File: src/rtl/l1_d_controller_nway_if.sv
// Core-side and L2-side signal bundle of the N-way L1 data-cache controller.
// The slave modport is the controller's view; master is the core/L2 side.
interface l1_d_controller_nway_if #(
  parameter int TAG_W   = 21,
  parameter int INDEX_W = 5,
  parameter int WAYS    = 2,
  parameter int WAY_W   = (WAYS > 1) ? $clog2(WAYS) : 1
);
  logic               read_C_L1;
  logic               write_C_L1;
  logic [TAG_W-1:0]   tag_C_L1;
  logic [INDEX_W-1:0] index_C_L1;
  logic               flush;
  logic               ready_L2_L1;
  logic               stall;
  logic               refill;
  logic               update;
  logic               read_L1_L2;
  logic               write_L1_L2;
  logic [INDEX_W-1:0] index_L1_L2;
  logic [TAG_W-1:0]   tag_L1_L2;
  logic [TAG_W-1:0]   write_tag_L1_L2;
  logic [WAY_W-1:0]   way;

  modport slave (
    input  read_C_L1, write_C_L1, tag_C_L1, index_C_L1, flush, ready_L2_L1,
    output stall, refill, update, read_L1_L2, write_L1_L2, index_L1_L2,
           tag_L1_L2, write_tag_L1_L2, way
  );

  modport master (
    output read_C_L1, write_C_L1, tag_C_L1, index_C_L1, flush, ready_L2_L1,
    input  stall, refill, update, read_L1_L2, write_L1_L2, index_L1_L2,
           tag_L1_L2, write_tag_L1_L2, way
  );
endinterface

File: src/rtl/l1_d_controller_nway.sv
// WAYS-way set-associative write-back/write-allocate L1 D-cache tag/state
// controller with true-LRU replacement, dirty-victim write-back and flush.
module l1_d_controller_nway #(
  parameter int TAG_W   = 21,
  parameter int INDEX_W = 5,
  parameter int WAYS    = 2
) (
  input logic                  clk,
  input logic                  rst,
  l1_d_controller_nway_if.slave bus
);
  localparam int WAY_W = (WAYS > 1) ? $clog2(WAYS) : 1;
  localparam int SETS  = 1 << INDEX_W;
  localparam int PTR_W = INDEX_W + WAY_W;

  typedef enum logic [2:0] {
    S_IDLE, S_COMPARE, S_WRITE_BACK, S_ALLOCATE, S_FLUSH_SCAN, S_FLUSH_WB
  } state_t;

  state_t             r_state;
  logic [WAY_W-1:0]   r_way;
  logic [PTR_W-1:0]   r_flushPtr;
  logic [WAYS-1:0]    r_valid [SETS];
  logic [WAYS-1:0]    r_dirty [SETS];
  logic [TAG_W-1:0]   r_tag   [SETS][WAYS];
  logic [WAY_W-1:0]   r_age   [SETS][WAYS];

  logic [INDEX_W-1:0] w_idx;
  logic [TAG_W-1:0]   w_tag;
  logic               w_req;
  logic               w_hit;
  logic [WAY_W-1:0]   w_hitWay;
  logic [WAY_W-1:0]   w_victim;
  logic               w_victimDirty;
  logic [INDEX_W-1:0] w_flushSet;
  logic [WAY_W-1:0]   w_flushWay;
  logic               w_flushLineDirty;
  logic               w_flushLast;
  logic               w_flushing;

  assign w_idx            = bus.index_C_L1;
  assign w_tag            = bus.tag_C_L1;
  assign w_req            = bus.read_C_L1 | bus.write_C_L1;
  assign w_flushSet       = r_flushPtr[PTR_W-1:WAY_W];
  assign w_flushWay       = r_flushPtr[WAY_W-1:0];
  assign w_flushLineDirty = r_valid[w_flushSet][w_flushWay] & r_dirty[w_flushSet][w_flushWay];
  assign w_flushLast      = (r_flushPtr == {PTR_W{1'b1}});
  assign w_flushing       = (r_state == S_FLUSH_SCAN) || (r_state == S_FLUSH_WB);

  // Victim preference: lowest invalid way wins (scanned downward), else the LRU way.
  always_comb begin
    w_hit    = 1'b0;
    w_hitWay = '0;
    w_victim = '0;
    for (int w = 0; w < WAYS; w++) begin
      if (r_valid[w_idx][w] && (r_tag[w_idx][w] == w_tag)) begin
        w_hit    = 1'b1;
        w_hitWay = WAY_W'(w);
      end
    end
    for (int w = WAYS - 1; w >= 0; w--) begin
      if (r_age[w_idx][w] == WAY_W'(WAYS - 1)) w_victim = WAY_W'(w);
    end
    for (int w = WAYS - 1; w >= 0; w--) begin
      if (!r_valid[w_idx][w]) w_victim = WAY_W'(w);
    end
    w_victimDirty = r_valid[w_idx][w_victim] & r_dirty[w_idx][w_victim];
  end

  assign bus.stall       = ((r_state != S_IDLE) | w_req | bus.flush) & ~((r_state == S_COMPARE) & w_hit);
  assign bus.update      = (r_state == S_COMPARE) & w_hit & bus.write_C_L1;
  assign bus.refill      = (r_state == S_ALLOCATE) & bus.ready_L2_L1;
  assign bus.read_L1_L2  = (r_state == S_ALLOCATE);
  assign bus.write_L1_L2 = (r_state == S_WRITE_BACK) | (r_state == S_FLUSH_WB);
  assign bus.index_L1_L2 = w_flushing ? w_flushSet : w_idx;
  assign bus.tag_L1_L2   = w_tag;

  always_comb begin
    bus.write_tag_L1_L2 = '0;
    bus.way             = '0;
    case (r_state)
      S_COMPARE:    bus.way = w_hit ? w_hitWay : w_victim;
      S_WRITE_BACK: begin
        bus.way             = r_way;
        bus.write_tag_L1_L2 = r_tag[w_idx][r_way];
      end
      S_ALLOCATE:   bus.way = r_way;
      S_FLUSH_SCAN: bus.way = w_flushWay;
      S_FLUSH_WB:   begin
        bus.way             = w_flushWay;
        bus.write_tag_L1_L2 = r_tag[w_flushSet][w_flushWay];
      end
      default: ;
    endcase
  end

  // Flush ends by invalidating the whole cache in one step; LRU ages survive it.
  always_ff @(posedge clk or posedge rst) begin
    if (rst) begin
      r_state    <= S_IDLE;
      r_way      <= '0;
      r_flushPtr <= '0;
      for (int s = 0; s < SETS; s++) begin
        r_valid[s] <= '0;
        r_dirty[s] <= '0;
        for (int w = 0; w < WAYS; w++) begin
          r_tag[s][w] <= '0;
          r_age[s][w] <= WAY_W'(w);
        end
      end
    end else begin
      case (r_state)
        S_IDLE: begin
          if (bus.flush)  r_state <= S_FLUSH_SCAN;
          else if (w_req) r_state <= S_COMPARE;
        end
        S_COMPARE: begin
          if (w_hit) begin
            if (bus.write_C_L1) r_dirty[w_idx][w_hitWay] <= 1'b1;
            for (int w = 0; w < WAYS; w++) begin
              if (r_age[w_idx][w] < r_age[w_idx][w_hitWay])
                r_age[w_idx][w] <= r_age[w_idx][w] + 1'b1;
            end
            r_age[w_idx][w_hitWay] <= '0;
            r_state <= S_IDLE;
          end else begin
            r_way   <= w_victim;
            r_state <= w_victimDirty ? S_WRITE_BACK : S_ALLOCATE;
          end
        end
        S_WRITE_BACK: begin
          if (bus.ready_L2_L1) begin
            r_dirty[w_idx][r_way] <= 1'b0;
            r_state <= S_ALLOCATE;
          end
        end
        S_ALLOCATE: begin
          if (bus.ready_L2_L1) begin
            r_tag[w_idx][r_way]   <= w_tag;
            r_valid[w_idx][r_way] <= 1'b1;
            r_dirty[w_idx][r_way] <= 1'b0;
            r_state <= S_COMPARE;
          end
        end
        S_FLUSH_SCAN, S_FLUSH_WB: begin
          if ((r_state == S_FLUSH_SCAN) && w_flushLineDirty) begin
            r_state <= S_FLUSH_WB;
          end else if ((r_state == S_FLUSH_SCAN) || bus.ready_L2_L1) begin
            if (r_state == S_FLUSH_WB) r_dirty[w_flushSet][w_flushWay] <= 1'b0;
            if (w_flushLast) begin
              for (int s = 0; s < SETS; s++) r_valid[s] <= '0;
              r_flushPtr <= '0;
              r_state    <= S_IDLE;
            end else begin
              r_flushPtr <= r_flushPtr + 1'b1;
              r_state    <= S_FLUSH_SCAN;
            end
          end
        end
        default: r_state <= S_IDLE;
      endcase
    end
  end
endmodule

File: src/flat_wrapper.sv
// flat-port wrapper written by rule: the top's interface ports become plain ports
module l1_d_controller_nway_flat 
#(
  parameter int TAG_W   = 21,
  parameter int INDEX_W = 5,
  parameter int WAYS    = 2
)
  (clk, rst, bus_read_C_L1, bus_write_C_L1, bus_tag_C_L1, bus_index_C_L1, bus_flush, bus_ready_L2_L1, bus_stall, bus_refill, bus_update, bus_read_L1_L2, bus_write_L1_L2, bus_index_L1_L2, bus_tag_L1_L2, bus_write_tag_L1_L2, bus_way);
  l1_d_controller_nway_if #(.TAG_W(TAG_W), .INDEX_W(INDEX_W), .WAYS(WAYS)) bus_i ();
  input logic clk;
  input logic rst;
  input wire logic [$bits(bus_i.read_C_L1)-1:0] bus_read_C_L1;
  input wire logic [$bits(bus_i.write_C_L1)-1:0] bus_write_C_L1;
  input wire logic [$bits(bus_i.tag_C_L1)-1:0] bus_tag_C_L1;
  input wire logic [$bits(bus_i.index_C_L1)-1:0] bus_index_C_L1;
  input wire logic [$bits(bus_i.flush)-1:0] bus_flush;
  input wire logic [$bits(bus_i.ready_L2_L1)-1:0] bus_ready_L2_L1;
  output wire logic [$bits(bus_i.stall)-1:0] bus_stall;
  output wire logic [$bits(bus_i.refill)-1:0] bus_refill;
  output wire logic [$bits(bus_i.update)-1:0] bus_update;
  output wire logic [$bits(bus_i.read_L1_L2)-1:0] bus_read_L1_L2;
  output wire logic [$bits(bus_i.write_L1_L2)-1:0] bus_write_L1_L2;
  output wire logic [$bits(bus_i.index_L1_L2)-1:0] bus_index_L1_L2;
  output wire logic [$bits(bus_i.tag_L1_L2)-1:0] bus_tag_L1_L2;
  output wire logic [$bits(bus_i.write_tag_L1_L2)-1:0] bus_write_tag_L1_L2;
  output wire logic [$bits(bus_i.way)-1:0] bus_way;
  assign bus_i.read_C_L1 = bus_read_C_L1;
  assign bus_i.write_C_L1 = bus_write_C_L1;
  assign bus_i.tag_C_L1 = bus_tag_C_L1;
  assign bus_i.index_C_L1 = bus_index_C_L1;
  assign bus_i.flush = bus_flush;
  assign bus_i.ready_L2_L1 = bus_ready_L2_L1;
  assign bus_stall = bus_i.stall;
  assign bus_refill = bus_i.refill;
  assign bus_update = bus_i.update;
  assign bus_read_L1_L2 = bus_i.read_L1_L2;
  assign bus_write_L1_L2 = bus_i.write_L1_L2;
  assign bus_index_L1_L2 = bus_i.index_L1_L2;
  assign bus_tag_L1_L2 = bus_i.tag_L1_L2;
  assign bus_write_tag_L1_L2 = bus_i.write_tag_L1_L2;
  assign bus_way = bus_i.way;
  l1_d_controller_nway #(.TAG_W(TAG_W), .INDEX_W(INDEX_W), .WAYS(WAYS)) u_core (.clk(clk), .rst(rst), .bus(bus_i));
endmodule
File: config.mk
export PLATFORM = sky130hd
export DESIGN_NAME = l1_d_controller_nway_flat
export DESIGN_NICKNAME = d
export VERILOG_FILES = /design/src/rtl/l1_d_controller_nway_if.sv /design/src/rtl/l1_d_controller_nway.sv /design/src/flat_wrapper.sv
export SDC_FILE = /design/constraint.sdc
export NUM_CORES = 2
export LEC_CHECK = 0
export BUFFER_PORTS_ARGS = -buffer_cell sky130_fd_sc_hd__buf_2
export CAP_MARGIN = 20
export CORE_MARGIN = 10
export CORE_UTILIZATION = 46
export CTS_CLUSTER_SIZE = 10
export DETAILED_ROUTE_END_ITERATION = 7
export HOLD_SLACK_MARGIN = 0.06
export PLACE_DENSITY = 0.65
export SLEW_MARGIN = 25
export SYNTH_ARGS = -nofsm -noshare
export SYNTH_HDL_FRONTEND = slang
export SYNTH_SLANG_ARGS = --single-unit
File: constraint.sdc
create_clock -name clk -period 57 [get_ports clk]
set_clock_uncertainty 0.2 [all_clocks]
set_input_delay 5.7 -clock clk [delete_from_list [all_inputs] [get_ports clk]]
set_output_delay 5.7 -clock clk [all_outputs]
set_load 0.02 [all_outputs]
## After elaboration in Yosys (flattened, before gate mapping)

Index checks and enable logic that the tools add are counted.

- Magnitude comparators: 18
- Reductions and logical operators: 25
- Equal/unequal tests: 19
- Bitwise logic cells: 26
- Multiplexer cells: 105
- Add/subtract/negate cells: 3

Operators with widths:

| operator | number |
|---|---|
| 1344-bit bitwise mux | 1 |
| 64-bit 2-to-1 mux | 16 |
| 42-bit binary-select mux with 5-bit select | 2 |
| 42-bit demux with 5-bit select | 1 |
| 42-bit 2-to-1 mux | 5 |
| 64-bit bitwise AND | 3 |
| 64-bit inverter | 3 |
| 64-bit case mux with 3 select lines | 1 |
| 21-bit 2-to-1 mux | 7 |
| 64-bit bitwise mux | 2 |
| 64-bit OR | 2 |
| 64-bit case mux with 2 select lines | 1 |
| 2-bit demux with 5-bit select | 6 |
| 2-bit binary-select mux with 5-bit select | 5 |
| 21-bit equality test | 2 |
| 21-bit case mux with 2 select lines | 1 |
| 2-bit 2-to-1 mux | 15 |
| 1-bit 2-to-1 mux | 25 |
| 3-bit 2-to-1 mux | 8 |
| 21-bit demux with 1-bit select | 1 |
| 3-bit case mux with 5 select lines | 1 |
| 6-bit >= comparator (second input constant) | 2 |
| 6-bit by 1-bit less-than comparator with 1-bit output (second input constant) | 2 |
| 5-bit inverter with 6-bit output | 2 |
| 34 further kinds | 82 |

- Bits of input ports: 32
- Output and inout port bits: 53
- Word-level logic and storage cells: 391
- Register bits after elaboration: 1546

## Depth between registers and ports, before layout

- Depth in word-level cells: 20
- Depth in mapped cells: 17
- Depth with buffers taken out: 10

## Worst setup path before layout

Ideal clock, no wire load.

- Kind: input to output
- Start point: input bus_index_C_L1[1]
- End point: output bus_stall
- Cell stages on the path: 16
- Buffers on the path: 7
- Data required time: 51.100 ns
- Arrival: 8.898 ns
- Path slack: 42.202 ns
- Path through: buf_4 -> buf_6 -> buf_6 -> buf_2 -> buf_2 -> buf_2 -> mux2i_1 -> o22ai_1 -> nor4_1 -> nand2_1 -> xnor2_1 -> nand4_1 -> nor4_4 -> buf_2 -> o21ai_0 -> and2_1

- Cells in the longest elaborated chain, start to end: 11
- Elaborated cells on any way between the ends: 16
- Classes of those cells: eq/ne: 2; mux: 8; bitwise: 4; reduce/logical: 2

Ends and longest elaborated chain:

| element | RTL line | RTL |
|---|---|---|
| start: declaration | flat_wrapper.sv:15 | `input wire logic [$bits(bus_i.index_C_L1)-1:0] bus_index_C_L1;` |
| 5-bit inverter with 6-bit output (implied by the code) * | l1_d_controller_nway.sv:56 | `if (r_valid[w_idx][w] && (r_tag[w_idx][w] == w_tag)) begin` |
| 42-bit binary-select mux with 5-bit select | l1_d_controller_nway.sv:56 |  |
| 42-bit 2-to-1 mux (implied by the code) (2 in a row) | l1_d_controller_nway.sv:56 |  |
| 21-bit equality test | l1_d_controller_nway.sv:56 |  |
| 1-bit logical AND | l1_d_controller_nway.sv:56 |  |
| 1-bit 2-to-1 mux | l1_d_controller_nway.sv:56 |  |
| 1-bit 2-to-1 mux * | l1_d_controller_nway.sv:56 |  |
| 1-bit bitwise AND * | l1_d_controller_nway.sv:70 | `assign bus.stall = ((r_state != S_IDLE) \| w_req \| bus.flush) & ~((r_state == S_COMPARE) & w_hit);` |
| 1-bit inverter * | l1_d_controller_nway.sv:70 |  |
| 1-bit bitwise AND * | l1_d_controller_nway.sv:70 |  |
| end: declaration | flat_wrapper.sv:18 | `output wire logic [$bits(bus_i.stall)-1:0] bus_stall;` |

Mark *: on every way between the ends. The rest lies on a longest branch, timed or not. The select of a mux whose other input is x is not followed.

## Worst setup path after layout

Same ends and word-level chain as after synthesis.

==> impl_results.md <==
* Nature of the critical path startpoint: primary input
* Final worst path period need at approximately 19 ns
* Synth area leader: dfrtp_1
* Tcrit/Tclk final at 0.3370
* Clock Latency Late Sink at ~0.84 ns
* Reg2reg start: u_core.r_flushPtr[4]
* Total wire length at between 300 and 400 mm
* Fillers at roughly 15000
* Setup TNS at 0 ns
* Number of synthesized flops with an enable pin at 0
* Max stage delay on crit path at a little under 1 ns
* Actual slew at the worst max-slew pin at roughly 1.2 ns
* Post-CTS Setup Bufs at 0
* Synth area leaders: dfrtp_1 45%, mux2_2 16%, mux4_2 11%
* Mean Syn Cell Area at between 10 and 15 um2
* Post-synthesis sequential area ratio at 0.4619
* H-tree levels at 4
* DRT antenna net count at 0
* Clock buffer depth at 3
* Clk sink count at 1546
* Critical path arrival at about 13 ns
* DR vias/cell at 7.219
* Combined area of the multi-input logic cells at between 40000 and 50000 um2
* Status: finished clean
* Sequential Power Share at 0.409
* Net Sw Power at slightly above 1 mW
* Post-Place Cell Area at 86310 um2
* Die width at 446.9 um
* Area share of the leading cell type in the synthesized netlist at 0.4519
* Yosys reg bits at approximately 1500
* Layout net count at around 6500
* Logic pwr share at 0.249
* CTS tree: done
* Max capacitance violation total at 0
* Sw frac at 0.3355
* Placer Congestion at around 0.93
* Gr usage total at 0.3207
* Commonest cells in the netlist: 1514 x dfrtp_1, 1169 x mux2_2, 701 x mux2i_1, 427 x mux4_2, 379 x clkbuf_1
* Yosys Warn Count at 0
* Peak VDD IR at approximately 0.035 mV
* Register area at a little under 40000 um2
* Leak pwr at between 40 and 50 nW
* Clk slew on worst S/H paths at 0.05 ns
* Design Area, Final at approximately 91000 um2
* Slew Limit Fails at 0
* Worst hold path class: flop to flop
* Boundary Pins at 85
* Die height at ~450 um
* Pin count of the biggest net entering global routing at 172
* Area grow syn2layout at 9.110%
* Crit-path cells: buf_8, buf_4, buf_4, buf_4, buf_4, mux2i_1, o22ai_1, nor4_1, nand2_1, xor2_1, nor4_1, and3_2, buf_4, o21ai_0, and2_1, buf_2
* Required @ worst endpoint at between 50 and 60 ns
* Fin. Hold Viols at 0
* Number of global-route vias before repair at 62758
* Clock power frac at 0.341
* Vias at around 64000
* Post-synth cell types at 67
* CP max stage cell: buf_4
* Core area at 180900 um2
* CP startpoint: bus_index_C_L1[1]
* PortBufs at 84
* Root Buffer: clkbuf_16
* Die Area at between 150000 and 200000 um2
* Crit path top cell by count: buf_4
* Num CTS Buffers at 178
* Cell Int Power at slightly above 2 mW
* Cell Area, Synth at between 80000 and 90000 um2
* Most common cell in the synthesized netlist: dfrtp_1
* Async SR Flop Fraction at 1.000
* Wirelength per Cell at roughly 37 um
* Global-route wire length before repair at 467.2 mm
* Syn_nets at around 6700
* Crit path kind: primary input to output pin
* Max frequency at around 0.052 GHz
* Share of layout cells above drive strength 1 at 0.3467
* Mapped Cells at roughly 6700
* Initial antenna violation count at 14
* Hold_sp: u_core.r_tag[1222]
* Pwr dens at around 33 nW/um2
* CTS Hold Bufs at 0
* Crit. End Element: output pin
* DRC Markers at 0
* Iter 0 DRT Violations at roughly 9700
* DRT Pass-1 Iters at 8
* Dpl hpwl at around 190 mm
* Starting Density at 0.4634
* Final setup fails at 0
* Crit Path Max Fanout at 73
* Relative slew slack at 0.1914
* CTS-repair resized insts at 0
* Unrepaired setup endpoints after global routing: false
* Most used DFF post-synth: dfrtp_1
* Row cnt at about 160
* Total global routing overflow at 0
[final timing paths]
kind                                 endpoint  slack [ns]  depth (start not counted)
min                        u_core.r_tag[1222]        0.30                          2
min reg2reg                u_core.r_tag[1222]        0.30                          2
max                                 bus_stall       37.79                         16
max reg2reg                u_core.r_valid[12]       51.06                         13
max in group asynchronous   u_core.r_tag[388]       48.67                          5
min in group asynchronous  u_core.r_tag[1230]        4.81                          2
[flip-flops by register name, summed over array words and instances, names as in the netlist]
signal,flops
u_core.r_dirty,64
u_core.r_flushPtr,6
u_core.r_way,1
u_core.r_state,3
u_core.r_valid,64
u_core.r_age,64
u_core.r_tag,1344
[cell usage in the layout (no fill, tap or decap), types with 144 or more instances in the layout]
cell type  count
a21oi_1      144
buf_4        200
clkbuf_16    181
dfrtp_1     1507
mux2_2      1169
mux2i_1      701
mux4_2       427
nand2_1      292
o21ai_0      243
o22ai_1      354
[per-stage QoR]
step	util	setup slack, ns	power (mW)	cells	hold slack (ns)
2_1_floorplan	-	7.536	1.747	6651	0.2659
3_3_place_gp	0.4768	38.06	1.990	8604	0.2801
3_5_place_dp	0.4770	38.00	2.003	8605	0.2908
4_1_cts	0.5047	38.00	3.035	8855	0.3016
5_1_grt	0.5054	37.51	3.142	8861	0.3193
6_report	0.5056	37.79	3.062	8872	0.3044
[logic make-up (layout without fill, tap and decap cells)]
| group | count (synthesis) | after routing | synth area share |
|---|---|---|---|
| buffers and inverters | 752 | 590 | 0.03956 |
| and+or+nand+nor | 802 | 802 | 0.04577 |
| xor gates and xnor gates | 13 | 13 | 0.001358 |
| muxes | 2297 | 2297 | 0.3554 |
| other | 0 | 13 | 0 |
| AOI/OAI and AO/OA | 1237 | 1237 | 0.09536 |
| DFF | 1546 | 1546 | 0.4619 |
| adders and majority gates | 4 | 4 | 0.0005970 |
[cell type report]
cell class | instances | share of cell area
multi-input combinational | 4353 | 0.4633
sequential | 1546 | 0.4236
clock buffer | 236 | 0.05308
tap | 2370 | 0.03242
timing repair buffer | 295 | 0.02354
inverter | 45 | 0.001983
clock inverter | 14 | 0.001669
antenna | 13 | 0.0003556
[layer usage]
| metal | GRT usage | vias up | part of all wire |
|---|---|---|---|
| met3 | 0.1022 | 1273 | 0.12 |
| met5 | 0 | - | 0.00024 |
| met1 | 0.4121 | 33149 | 0.37 |
| met4 | 0.2067 | 12 | 0.078 |
| met2 | 0.4666 | 4683 | 0.43 |
| li1 | - | 24933 | - |
[critical path, delay by kind of cell]
| family | cells | cell delay [ns] |
|---|---|---|
| buffers and inverters | 7 | 4.79 |
| XOR/XNOR | 1 | 0.20 |
| multiplexers | 1 | 0.27 |
| AND/OR/NAND/NOR | 5 | 1.72 |
| AO/OA/AOI/OAI | 2 | 0.29 |
[power by group through the flow]
| stage | Combinational (mW) | Sequential [mW] | Clock (mW) |
|---|---|---|---|
| final | 0.763 | 1.25 | 1.05 |
| after global routing | 0.788 | 1.26 | 1.09 |
| after CTS | 0.737 | 1.25 | 1.05 |
| after detailed placement | 0.736 | 1.27 | 0 |
| after global placement | 0.727 | 1.26 | 0 |
| after floorplan | 0.520 | 1.23 | 0 |
No activity file was read; power rests on OpenSTA's default activity.
